`src/rtl/seg7_pkg.sv`:
```
// Shared seven-segment definitions: hex glyph table, segment bit positions
// and the output polarity helper.
package seg7_pkg;

  localparam int SEG_W = 7;

  // Segment bit positions within the {g,f,e,d,c,b,a} vector.
  typedef enum int {
    SEG_A = 0,
    SEG_B = 1,
    SEG_C = 2,
    SEG_D = 3,
    SEG_E = 4,
    SEG_F = 5,
    SEG_G = 6
  } seg_bit_e;

  // Active-high glyphs for 0..F.
  localparam logic [SEG_W-1:0] HEX_SEG [0:15] = '{
    7'h3F, 7'h06, 7'h5B, 7'h4F, 7'h66, 7'h6D, 7'h7D, 7'h07,
    7'h7F, 7'h6F, 7'h77, 7'h7C, 7'h39, 7'h5E, 7'h79, 7'h71
  };

  function automatic logic [SEG_W:0] apply_polarity(input logic [SEG_W:0] lvl,
                                                    input logic active_low);
    return active_low ? ~lvl : lvl;
  endfunction

endpackage

```
`src/rtl/seg7_hex_encode.sv`:
```
// Combinational hex-to-segment encoder with blanking and pin polarity applied.
module seg7_hex_encode
  import seg7_pkg::*;
#(
  parameter bit ACTIVE_LOW = 1'b1
) (
  input  logic [3:0]       nibble,
  input  logic             blank,
  input  logic             dp,
  output logic [SEG_W-1:0] seg,
  output logic             dp_lvl
);

  logic [SEG_W-1:0] seg_hi;
  logic             dp_hi;

  always_comb begin
    seg_hi          = blank ? '0 : HEX_SEG[nibble];
    dp_hi           = dp & ~blank;
    {dp_lvl, seg}   = apply_polarity({dp_hi, seg_hi}, ACTIVE_LOW);
  end

endmodule

```
`src/rtl/seg7_scan_ctrl.sv`:
```
// Time-multiplexed seven-segment scanner: PWM brightness with a dark phase 0,
// leading-zero blanking and frame-synchronous display updates.
module seg7_scan_ctrl
  import seg7_pkg::*;
#(
  parameter int NUM_DIGITS  = 4,
  parameter int REFRESH_DIV = 100000,
  parameter int PWM_BITS    = 4,
  parameter bit ACTIVE_LOW  = 1'b1
) (
  input  logic                    clk,
  input  logic                    reset,
  input  logic [4*NUM_DIGITS-1:0] value,
  input  logic [NUM_DIGITS-1:0]   dp,
  input  logic [NUM_DIGITS-1:0]   digit_en,
  input  logic                    lz_suppress,
  input  logic [PWM_BITS-1:0]     brightness,
  input  logic                    load,
  output logic [NUM_DIGITS-1:0]   anode,
  output logic [SEG_W-1:0]        segment,
  output logic                    dp_out,
  output logic                    frame_tick
);

  localparam int DIV_W = (REFRESH_DIV > 1) ? $clog2(REFRESH_DIV) : 1;
  localparam int IDX_W = (NUM_DIGITS > 1) ? $clog2(NUM_DIGITS) : 1;
  localparam logic [DIV_W-1:0]      DIV_LAST  = DIV_W'(REFRESH_DIV - 1);
  localparam logic [IDX_W-1:0]      IDX_LAST  = IDX_W'(NUM_DIGITS - 1);
  localparam logic [NUM_DIGITS-1:0] ANODE_OFF = {NUM_DIGITS{ACTIVE_LOW}};
  localparam logic [SEG_W-1:0]      SEG_OFF   = {SEG_W{ACTIVE_LOW}};

  logic [DIV_W-1:0]    presc_p0;
  logic [PWM_BITS-1:0] phase_p0;
  logic [IDX_W-1:0]    idx_p0;
  logic                step_end, slot_end, frame_end;

  logic [4*NUM_DIGITS-1:0] pend_value, act_value;
  logic [NUM_DIGITS-1:0]   pend_dp, act_dp;
  logic [NUM_DIGITS-1:0]   pend_en, act_en;
  logic                    pend_lz, act_lz;
  logic [PWM_BITS-1:0]     pend_bright, act_bright;

  logic [NUM_DIGITS-1:0] supp;
  logic                  upper_zero;
  logic [3:0]            nib_p0;
  logic                  dp_sel_p0, en_sel_p0, supp_sel_p0, lit_p0;
  logic [NUM_DIGITS-1:0] onehot_p0, anode_lvl_p0;
  logic [SEG_W-1:0]      seg_lvl_p0;
  logic                  dp_lvl_p0;

  logic [NUM_DIGITS-1:0] anode_p1;
  logic [SEG_W-1:0]      segment_p1;
  logic                  dp_out_p1, frame_tick_p1;

  assign step_end  = (presc_p0 == DIV_LAST);
  assign slot_end  = step_end & (&phase_p0);
  assign frame_end = slot_end & (idx_p0 == IDX_LAST);

  always_ff @(posedge clk or posedge reset) begin
    if (reset) begin
      presc_p0 <= '0;
      phase_p0 <= '0;
      idx_p0   <= '0;
    end else begin
      presc_p0 <= step_end ? '0 : presc_p0 + 1'b1;
      if (step_end) phase_p0 <= phase_p0 + 1'b1;
      if (slot_end) idx_p0 <= frame_end ? '0 : idx_p0 + 1'b1;
    end
  end

  // Pending collects loads at any time; active only changes on the frame
  // boundary so a frame is never drawn from mixed data.
  always_ff @(posedge clk or posedge reset) begin
    if (reset) begin
      pend_value  <= '0;
      pend_dp     <= '0;
      pend_en     <= '0;
      pend_lz     <= 1'b0;
      pend_bright <= '0;
      act_value   <= '0;
      act_dp      <= '0;
      act_en      <= '0;
      act_lz      <= 1'b0;
      act_bright  <= '0;
    end else begin
      if (load) begin
        pend_value  <= value;
        pend_dp     <= dp;
        pend_en     <= digit_en;
        pend_lz     <= lz_suppress;
        pend_bright <= brightness;
      end
      if (frame_end) begin
        act_value  <= pend_value;
        act_dp     <= pend_dp;
        act_en     <= pend_en;
        act_lz     <= pend_lz;
        act_bright <= pend_bright;
      end
    end
  end

  always_comb begin
    supp       = '0;
    upper_zero = 1'b1;
    for (int i = NUM_DIGITS - 1; i > 0; i--) begin
      upper_zero = upper_zero & (act_value[4*i +: 4] == 4'h0);
      supp[i]    = act_lz & upper_zero;
    end
  end

  // ---- stage p0: select current digit and decide whether it is lit ----
  always_comb begin
    nib_p0      = 4'h0;
    dp_sel_p0   = 1'b0;
    en_sel_p0   = 1'b0;
    supp_sel_p0 = 1'b0;
    onehot_p0   = '0;
    for (int i = 0; i < NUM_DIGITS; i++) begin
      if (idx_p0 == IDX_W'(i)) begin
        nib_p0       = act_value[4*i +: 4];
        dp_sel_p0    = act_dp[i];
        en_sel_p0    = act_en[i];
        supp_sel_p0  = supp[i];
        onehot_p0[i] = 1'b1;
      end
    end
  end

  assign lit_p0 = en_sel_p0 & ~supp_sel_p0 & (phase_p0 != '0) & (phase_p0 <= act_bright);
  assign anode_lvl_p0 = lit_p0 ? onehot_p0 : '0;

  seg7_hex_encode #(
    .ACTIVE_LOW(ACTIVE_LOW)
  ) u_encode (
    .nibble(nib_p0),
    .blank (~lit_p0),
    .dp    (dp_sel_p0),
    .seg   (seg_lvl_p0),
    .dp_lvl(dp_lvl_p0)
  );

  // ---- stage p1: registered pin drivers ----
  always_ff @(posedge clk or posedge reset) begin
    if (reset) begin
      anode_p1      <= ANODE_OFF;
      segment_p1    <= SEG_OFF;
      dp_out_p1     <= ACTIVE_LOW;
      frame_tick_p1 <= 1'b0;
    end else begin
      anode_p1      <= ACTIVE_LOW ? ~anode_lvl_p0 : anode_lvl_p0;
      segment_p1    <= seg_lvl_p0;
      dp_out_p1     <= dp_lvl_p0;
      frame_tick_p1 <= frame_end;
    end
  end

  assign anode      = anode_p1;
  assign segment    = segment_p1;
  assign dp_out     = dp_out_p1;
  assign frame_tick = frame_tick_p1;

endmodule

```
`config.mk`:
```
export PLATFORM = sky130hd
export DESIGN_NAME = seg7_scan_ctrl
export DESIGN_NICKNAME = d
export VERILOG_FILES = /design/src/rtl/seg7_pkg.sv /design/src/rtl/seg7_hex_encode.sv /design/src/rtl/seg7_scan_ctrl.sv
export SDC_FILE = /design/constraint.sdc
export NUM_CORES = 1
export LEC_CHECK = 0
export CORE_ASPECT_RATIO = 1.5
export CORE_UTILIZATION = 45
export CTS_CLUSTER_DIAMETER = 100
export DETAILED_ROUTE_END_ITERATION = 8
export PLACE_DENSITY = 0.74
export SLEW_MARGIN = 10
export SYNTH_ARGS = -nofsm -noshare
export SYNTH_HDL_FRONTEND = slang
export SYNTH_HIERARCHICAL = 1
export SYNTH_SLANG_ARGS = --single-unit
```
`constraint.sdc`:
```
create_clock -name clk -period 2.6 [get_ports clk]
set_clock_uncertainty 0.05 [all_clocks]
set_input_delay 0.26 -clock clk [delete_from_list [all_inputs] [get_ports clk]]
set_output_delay 0.26 -clock clk [all_outputs]
set_load 0.1 [all_outputs]
```
==> impl_metrics.sql <==
INSERT INTO impl_metrics (metric_group, metric, value, unit) VALUES
('timing', 'max_freq', '418', 'MHz'),
('drt', 'wl_per_cell', '14.3', 'um'),
('synthesis', 'synth_cell_types', '48', ''),
('floorplanning', 'die_x', '81.5', 'um'),
('floorplanning', 'fp-row-count', '43', ''),
('placed_design', 'dp_hpwl', '5.29', 'mm'),
('drt', 'firstDrtPassIters', '5', ''),
('worst_hold_path', 'hold_class', 'input port to async pin', ''),
('synthesis', 'synth_top_flop_cell', 'sky130_fd_sc_hd__dfrtp_1', ''),
('drt', 'total_routed_length', '7.40', 'mm'),
('floorplanning', 'dieArea', '0.00989', 'mm2'),
('critical_path', 'timing.setup.critical_path_class', 'flip-flop to flip-flop', ''),
('critical_path', 'critPathMaxFanout', '13', ''),
('timing', 'final_hold_violating_endpoints', '0', ''),
('critical_path', 'timing.critical_path.arrival', '2.61', 'ns'),
('cells_and_area', 'area_growth_syn_to_layout', '20.7', '%'),
('drt', 'route.detailed.vias_per_inst', '5.42', ''),
('floorplanning', 'die_y', '121', 'um'),
('critical_path', 'path_depth', '9', ''),
('critical_path', 'timing.reg2reg.setup_slack', '0.21', 'ns'),
('cells_and_area', 'final_layout_size_suffix_gt1_share', '24.5', '%'),
('timing', 'period_minus_ws_final', '2.39', 'ns'),
('cells_and_area', 'final_cell_mix', 'sky130_fd_sc_hd__dfrtp_1, sky130_fd_sc_hd__mux2_2, sky130_fd_sc_hd__clkdlybuf4s50_1', ''),
('floorplanning', 'io-pin-count', '45', ''),
('clock_network', 'post-cts-setup-buffers', '0', ''),
('critical_path', 'crit_path_cell_trace', 'inv_1, ha_1, a21oi_1, a21oi_1, o21ai_1, inv_1, ha_1, mux2_4, a221o_1', ''),
('synthesis', 'syn_nets', '393', ''),
('critical_path', 'reg2reg_from', 'idx_p0[0]', ''),
('synthesis', 'synth_enable_flop_cells', '0', ''),
('synthesis', 'cell_area_after_technology_mapping', '0.00427', 'mm2'),
('synthesis', 'seq_area_frac_synth', '55.4', '%'),
('critical_path', 'max_stage_delay_cell_worst_path', 'sky130_fd_sc_hd__dfrtp_1', ''),
('synthesis', 'synth-warning-count', '6', ''),
('clock_network', 'clockBufferDepth', '2', ''),
('timing', 'setup_viol', '0', ''),
('cells_and_area', 'fill_cell_instance_count_of_the_final_layout', '821', ''),
('timing', 'timing.max_slew.rel_slack', '67.7', '%'),
('grt', 'wire_length_of_the_first_global_routing_pass', '12.7', 'mm'),
('timing', 'setup_total_negative_slack', '0', 'ns'),
('synthesis', 'synthArstFlopShare', '100', '%'),
('grt', 'grt_start_max_net_pins', '95', ''),
('floorplanning', 'core', '0.00925', 'mm2'),
('drt', 'route.met2.wl', '3.72', 'mm'),
('critical_path', 'timing.critical_path.buf_inv', '2', ''),
('drt', 'topRoutingLayerUsed', 'met4', ''),
('clock_network', 'clock_sink_count', '94', ''),
('cells_and_area', 'finish.net_count', '448', ''),
('synthesis', 'count_of_state_elements_after_synthesis', '94', ''),
('drt', 'drtIter0Drc', '100', ''),
('floorplanning', 'floorplan.initialDensity', '46.1', '%'),
('drt', 'drt.antenna.violating_nets', '0', ''),
('clock_network', 'cts_root_buf', 'sky130_fd_sc_hd__clkbuf_16', ''),
('clock_network', 'cts.reportedPaths.clkPinSlew', '0.06', 'ns'),
('critical_path', 'worst_r2r_path_depth', '9', ''),
('critical_path', 'start_kind', 'flip-flop', ''),
('cells_and_area', 'final_util', '55.7', '%'),
('job', 'max_cap_check_violation_count', '0', ''),
('placed_design', 'finalWeightedCongestion', '0.951', ''),
('timing', 'grt_setup_unrepaired', 'no', ''),
('drt', 'met1_length', '3.14', 'mm'),
('critical_path', 'critical_path.reg2reg.endpoint', 'segment[6]', ''),
('placed_design', 'io_buffer_count', '44', ''),
('grt', 'grt-ovfl-total', '0', ''),
('clock_network', 'tritoncts', 'yes', ''),
('grt', 'initial_antenna_violation_count', '0', ''),
('critical_path', 'worst_path_dominant_cell_family', 'compound AO/OA/AOI/OAI gates', ''),
('clock_network', 'htree_num_levels', '3', ''),
('cells_and_area', 'diodes', '0', ''),
('outcome', 'result_of_the_run', 'complete, no violations', ''),
('timing', 'tightestPinTransition', '0.485', 'ns'),
('grt', 'grt_util_all_layers', '17.3', '%');
## per-stage QoR
stage	instance area, um2	total power (W)	instances	worst slack (ns)
after detailed placement	4860	0.00170	500	0.0465
after CTS	5150	0.00298	516	0.0427
after global routing	5150	0.00306	516	0.00783
final	5150	0.00294	516	0.205
after floorplan	4270	0.00162	344	0.0681
after global placement	4860	0.00169	500	0.235
## state kept, by name, indices dropped and copies added (netlist names), 7 cells and up
signal and count:
segment 7, presc_p0 17, act_value 16, pend_value 16
## kinds of logic (layout without fill, tap and decap cells)
logic type                 Yosys count  after routing  synth area share, %
xor gates and xnor gates            16             16                 3.28
AOI/OAI and AO/OA                   38             38                 5.66
adders and majority gates           17             17                 4.98
muxes                               63             63                 16.6
DFF                                 94             94                 55.4
and+or+nand+nor                     88             88                 10.9
buffers and inverters               28             88                 3.11
## repair_timing
action / 4_1_cts / 5_1_grt
hold buffers: 0 / 0
resized for setup: 0 / 3
endpoints found under the setup margin: 0 / 2
## how the worst min path moves through the flow
stage                       start        endpoint  slack, ns
finish                      reset    presc_p0[13]       0.36
floorplan           brightness[0]  pend_bright[0]       0.36
detailed placement  act_bright[1]   act_bright[1]       0.43
global route                reset    presc_p0[13]       0.44
global placement      presc_p0[0]     presc_p0[0]       0.42
CTS                         reset    presc_p0[13]       0.40
## routing by layer
| layer | global-route usage [%] | up-vias |
|---|---|---|
| li1 | - | 1320 |
| met1 | 21.7 | 1379 |
| met2 | 26.9 | 74 |
| met3 | 4.29 | 23 |
| met4 | 9.60 | 0 |
| met5 | 0 | - |
## power breakdown
part	switching, W	total [W]	internal (W)
sequential	0.0000245	0.00153	0.00151
combinational	0.0000505	0.000135	0.0000845
clock	0.000530	0.00127	0.000741
## area by class of cell
cell class / instances / area (um2) / area share [%]
clock buffer: 10 / 229 / 4.44
inverter: 17 / 67.6 / 1.31
multi-input combinational: 222 / 1770 / 34.4
sequential: 94 / 2370 / 45.9
tap: 112 / 140 / 2.72
timing repair buffer: 55 / 515 / 10.0
clock inverter: 6 / 62.6 / 1.21
## cell usage after synthesis (all sizes together), types with 2 or more instances
cell    number  area, um2
dfrtp       82       2050
mux2        60        679
nand2       20       75.1
ha          17        213
inv         17       63.8
nor2        17       66.3
nand3       15       75.1
a21oi       13       65.1
dfstp       12        315
o21ai       10       50.1
nand4        9       56.3
xnor2        8       70.1
xor2         8       70.1
buf          6       50.0
nor3         6       30.0
clkbuf       5       18.8
or2          4       25.0
mux2i        3       30.0
nand2b       3       18.8
nor2b        3       18.8
nor4         3       33.8
a211oi       2       15.0
a221o        2       20.0
and3         2       12.5
o211ai       2       15.0
o311ai       2       17.5
## worst register-to-register path, cell delays in order (launching register included)
cell and delay, ns:
sky130_fd_sc_hd__dfrtp_1 0.42, sky130_fd_sc_hd__inv_1 0.09, sky130_fd_sc_hd__ha_1 0.35, sky130_fd_sc_hd__a21oi_1 0.18, sky130_fd_sc_hd__a21oi_1 0.05, sky130_fd_sc_hd__o21ai_1 0.20
sky130_fd_sc_hd__inv_1 0.13, sky130_fd_sc_hd__ha_1 0.24, sky130_fd_sc_hd__mux2_4 0.26, sky130_fd_sc_hd__a221o_1 0.35
No activity file was read; power rests on OpenSTA's default activity.
